==> config.mk <==
export PLATFORM = sky130hd
export DESIGN_NAME = cpu_controller
export DESIGN_NICKNAME = d
export VERILOG_FILES = /design/src/rtl/cpu_pkg.sv /design/src/rtl/cpu_controller.sv
export SDC_FILE = /design/constraint.sdc
export NUM_CORES = 1
export LEC_CHECK = 0
export CORE_MARGIN = 2
export CORE_UTILIZATION = 38
export DETAILED_ROUTE_END_ITERATION = 7
export GPL_ROUTABILITY_DRIVEN = 0
export PLACE_DENSITY_LB_ADDON = 0.1
export SKIP_LAST_GASP = 1
export SLEW_MARGIN = 20
export SYNTH_ARGS = -nofsm -noshare
export SYNTH_HDL_FRONTEND = slang
export SYNTH_SLANG_ARGS = --single-unit
==> constraint.sdc <==
create_clock -name clk -period 1.9 [get_ports clk]
set_input_delay 0.475 -clock clk [delete_from_list [all_inputs] [get_ports clk]]
set_output_delay 0.475 -clock clk [all_outputs]
set_load 0.02 [all_outputs]
==> src/rtl/cpu_pkg.sv <==
// Shared definitions for the 16-bit RISC controller: FSM states, opcode/op
// field encodings and one-hot register-field selects for the decoder.
package cpu_pkg;

    typedef enum logic [2:0] {
        S_WAIT   = 3'd0,
        S_DECODE = 3'd1,
        S_WR_IMM = 3'd2,
        S_GET_A  = 3'd3,
        S_GET_B  = 3'd4,
        S_ALU    = 3'd5,
        S_WR_RD  = 3'd6,
        S_CMP    = 3'd7
    } state_t;

    localparam logic [2:0] OPC_MOV   = 3'b110;
    localparam logic [2:0] OPC_ALU   = 3'b101;

    localparam logic [1:0] OP_MOVIMM = 2'b10;
    localparam logic [1:0] OP_MOVREG = 2'b00;
    localparam logic [1:0] OP_ADD    = 2'b00;
    localparam logic [1:0] OP_CMP    = 2'b01;
    localparam logic [1:0] OP_AND    = 2'b10;
    localparam logic [1:0] OP_MVN    = 2'b11;

    localparam logic [2:0] NSEL_NONE = 3'b000;
    localparam logic [2:0] NSEL_RN   = 3'b001;
    localparam logic [2:0] NSEL_RD   = 3'b010;
    localparam logic [2:0] NSEL_RM   = 3'b100;

endpackage

==> src/rtl/cpu_controller.sv <==
// Instruction register plus Moore control FSM that sequences one instruction
// per start pulse and drives the decoder/datapath strobes.
module cpu_controller
    import cpu_pkg::*;
(
    input  logic        clk,
    input  logic        reset,
    input  logic        load,
    input  logic [15:0] in,
    input  logic        s,
    output logic [15:0] ir,
    output logic [2:0]  nsel,
    output logic        vsel,
    output logic        loada,
    output logic        loadb,
    output logic        asel,
    output logic        bsel,
    output logic        loadc,
    output logic        loads,
    output logic        write,
    output logic        w,
    output logic        illegal
);

    state_t      state_q, state_d;
    logic [15:0] ir_q, ir_d;

    logic [2:0] opcode;
    logic [1:0] op;
    logic       is_mov_imm, is_mov_reg, is_cmp, is_alu;

    assign opcode     = ir_q[15:13];
    assign op         = ir_q[12:11];
    assign is_mov_imm = (opcode == OPC_MOV) && (op == OP_MOVIMM);
    assign is_mov_reg = (opcode == OPC_MOV) && (op == OP_MOVREG);
    assign is_alu     = (opcode == OPC_ALU);
    assign is_cmp     = is_alu && (op == OP_CMP);

    always_ff @(posedge clk) begin
        if (reset) begin
            state_q <= S_WAIT;
            ir_q    <= 16'h0000;
        end else begin
            state_q <= state_d;
            ir_q    <= ir_d;
        end
    end

    // ir only changes while idle, so it is stable for the whole instruction.
    assign ir_d = ((state_q == S_WAIT) && load) ? in : ir_q;
    assign ir   = ir_q;

    always_comb begin
        state_d = state_q;
        nsel    = NSEL_NONE;
        vsel    = 1'b0;
        loada   = 1'b0;
        loadb   = 1'b0;
        asel    = 1'b0;
        bsel    = 1'b0;
        loadc   = 1'b0;
        loads   = 1'b0;
        write   = 1'b0;
        w       = 1'b0;
        illegal = 1'b0;

        case (state_q)
            S_WAIT: begin
                w = 1'b1;
                if (!load && s)
                    state_d = S_DECODE;
            end
            S_DECODE: begin
                if (is_mov_imm)
                    state_d = S_WR_IMM;
                else if (is_alu && (op != OP_MVN))
                    state_d = S_GET_A;
                else if (is_mov_reg || (is_alu && (op == OP_MVN)))
                    state_d = S_GET_B;
                else begin
                    state_d = S_WAIT;
                    illegal = 1'b1;
                end
            end
            S_WR_IMM: begin
                nsel    = NSEL_RN;
                vsel    = 1'b1;
                write   = 1'b1;
                state_d = S_WAIT;
            end
            S_GET_A: begin
                nsel    = NSEL_RN;
                loada   = 1'b1;
                state_d = S_GET_B;
            end
            S_GET_B: begin
                nsel    = NSEL_RM;
                loadb   = 1'b1;
                state_d = is_cmp ? S_CMP : S_ALU;
            end
            S_ALU: begin
                // MOV reg passes 0 + shifted Rm through the ALU.
                loadc   = 1'b1;
                asel    = is_mov_reg;
                state_d = S_WR_RD;
            end
            S_WR_RD: begin
                nsel    = NSEL_RD;
                write   = 1'b1;
                state_d = S_WAIT;
            end
            S_CMP: begin
                loads   = 1'b1;
                state_d = S_WAIT;
            end
            default: state_d = S_WAIT;
        endcase
    end

endmodule
==> Implementation_results.wiki <==
{| class="wikitable"
! Metric !! Value
|-
| Die Y || 52.73 um
|-
| Final critical-path share of the clock period || 97.14%
|-
| Worst Skew || 4.317 ps
|-
| Storage cell area || 382.9 um2
|-
| Setup CP Type || reg -> out
|-
| Data arrival time of the critical path || 1370 ps
|-
| Switching Share || 28.23%
|-
| Max Buffers Root-to-Sink || 2
|-
| Final std cells w/o fill || 199
|-
| Mapped cell area || 902.1 um2
|-
| Area of the multi-input gates || 474.2 um2
|-
| Power density over cell area || 568.6 nW/um2
|-
| Hold bufs inserted after CTS || 0
|-
| Area of the placeable core || 2233 um2
|-
| Highest fanout seen on the critical path || 4
|-
| Routed wire length || 2264 um
|-
| Antenna violations before repair || 0
|-
| Root Driver || clkbuf_4
|-
| Synthesized flop and latch total || 19
|-
| Number of distinct library cell variants in the gate-level netlist after synthesis || 29
|-
| Leading cell type in the layout, fill and taps excluded || nand2_1
|-
| H-tree depth reported by CTS || 1
|-
| Clock Latency Late Sink || 310 ps
|-
| Post-synthesis instance total || 115
|-
| Maximum VDD drop || 0.0003768 V
|-
| Slack of the worst reg-to-reg path || 300 ps
|-
| Worst setup slack before clock tree synthesis || -35.66 ps
|-
| Total Routing Usage GR || 17.87%
|-
| Remaining antenna violation count after routing || 0
|-
| Remaining DRCs || 0
|-
| Wirelength per Cell || 11.38 um
|-
| Number of placement rows || 17
|-
| Post-synthesis async set-or-reset flop share || 0%
|-
| Number of port buffers || 47
|-
| Iter 0 DRT Violations || 6
|-
| Net total in the final layout || 192
|-
| Clock-pin slew of the registers on the worst-case setup and hold paths || 110 ps
|-
| X dimension of the die || 52.73 um
|-
| Clock Power Share || 25.4%
|-
| P_sw || 0.0002388 W
|-
| Post-placement cell count || 195
|-
| Final-report hold violation count || 0
|-
| Sequential-to-total area share from yosys stat || 42.16%
|-
| Number of warnings printed during yosys synthesis || 0
|-
| Critical path startpoint category || flop
|-
| Static Leak || 0.6694 nW
|-
| Initial Util || 40.39%
|-
| Pin count of the biggest net entering global routing || 17
|-
| Residual overflow from global routing || 0
|-
| Via count normalized by instance count || 4.864
|-
| Final worst slack || 54.37 ps
|-
| TritonCTS clock tree || yes
|-
| Mean post-synth cell area || 7.844 um2
|-
| Die ar. || 2780 um2
|-
| Vias in the first global route || 880
|-
| Hold crit path type || reg -> reg
|-
| Cell Int Power || 0.0006071 W
|-
| Clock Sinks || 19
|-
| Maxcap violations || 0
|-
| Detailed-placement wirelength estimate || 1666 um
|-
| Number of I/O pins || 49
|-
| Layout area overhead || 64.91%
|-
| Maximum frequency from static timing analysis || 0.5418 GHz
|-
| Most used cells in the layout excluding fill and tap cells || nand2_1 (34), clkdlybuf4s50_1 (33), a21oi_1 (17), dfxtp_1 (17), buf_4 (14)
|-
| Logic pwr share || 23.5%
|-
| Number of diodes added for antenna fixing || 0
|-
| Final min period || 1846 ps
|-
| Number of enable-type register cells in the synthesized netlist || 0
|-
| Num CTS Buffers || 3
|-
| Number of setup violations in the final report || 0
|-
| FILL cells || 211
|-
| CP Capture Type || output port
|-
| Leading register cell type out of synthesis || dfxtp_1
|-
| Part of the power in registers || 51.2%
|-
| Syn_nets || 135
|-
| Detailed-routing iteration count for the pre-antenna-repair pass || 4
|-
| Fraction of final layout cells with drive strength greater than 1 || 19.30%
|-
| Setup repair bufs after CTS || 0
|-
| Crit path required time || 1420 ps
|-
| Run status || finished, final reports clean
|-
| First-pass GRT wire length || 3629 um
|-
| Via count of the routed design || 968
|-
| Max-slew violation count || 0
|}
## sequential cells by signal (all words and copies together) (netlist names)
signal / count
ir: 16
state_q: 3
## power groups by stage
stage	Sequential [W]	Combinational, W	Clock, W
final	0.000433	0.000198	0.000215
after global routing	0.000436	0.000215	0.000232
after CTS	0.000432	0.000199	0.000223
after detailed placement	0.000440	0.000199	0
after global placement	0.000440	0.000197	0
after floorplan	0.000466	0.0000664	0
## routing by layer
layer / share of wire (%) / GRT usage (%) / vias to the layer above
li1: - / - / 492
met4: 2.1 / 10.26 / 0
met5: 0 / 0 / -
met2: 49 / 30.42 / 32
met3: 5.9 / 3.143 / 5
met1: 43 / 20.77 / 439
## area by class of cell
class | count | area share (%)
flip-flops and latches | 19 | 25.74
repair buffers | 62 | 37.93
inverters | 1 | 0.2523
well taps | 28 | 2.355
multi-input cells | 85 | 31.88
clock inverters | 1 | 0.3364
clock buffers | 3 | 1.514
## worst max-delay path, stage by stage, from the launching register on
cell and delay, ps:
dfxtp_2 340, buf_4 120, clkdlybuf4s50_1 590
## synth_stat cells (2+ instances only)
library cell	n	area share, %
nand2_1	34	14
and3_1	2	1.4
nor2_1	2	0.83
o21ai_0	3	1.7
buf_4	2	1.7
a21oi_1	17	9.4
dfxtp_1	19	42
and2_1	3	2.1
nor2b_1	6	4.2
and3b_1	2	1.9
nor3b_1	2	1.7
nand3_1	2	1.1
clkbuf_1	5	2.1
## kinds of logic (layout without fill, tap and decap cells)
logic type             count (synthesis)  in the layout  share of synthesized area [%]
and+or+nand+nor                       58             58                          33.70
AOI/OAI and AO/OA                     26             26                          16.09
DFF                                   19             19                          42.16
buffers and inverters                 11             67                          7.627
other                                  1              1                         0.4157
## through the flow
step / utilization [%] / hold slack [ps] / setup TNS (ps) / total power, W / area (um2)
2_1_floorplan: - / 532.6 / -19.56 / 0.0005328 / 907.1
3_3_place_gp: 65.94 / 441.6 / 0 / 0.0006363 / 1473
3_5_place_dp: 65.94 / 447.1 / -50.31 / 0.0006399 / 1473
4_1_cts: 67.11 / 463.4 / -82.34 / 0.0008538 / 1499
5_1_grt: 66.61 / 484.6 / -4.434 / 0.0008838 / 1488
6_report: 66.61 / 459.1 / 0 / 0.0008460 / 1488
## timing repair
action | in CTS | in global routing
gates resized for setup | 19 | 15
setup endpoints to repair | 12 | 10
hold endpoints to repair | 0 | 0
## worst paths after layout
path | depth (start not counted) | startpoint | end
max | 2 | ir[14] | ir[14]
min | 2 | ir[9] | ir[9]
max reg2reg | 6 | state_q[2] | ir[6]
min reg2reg | 2 | ir[9] | ir[9]
(Power assumes the default switching activity.)
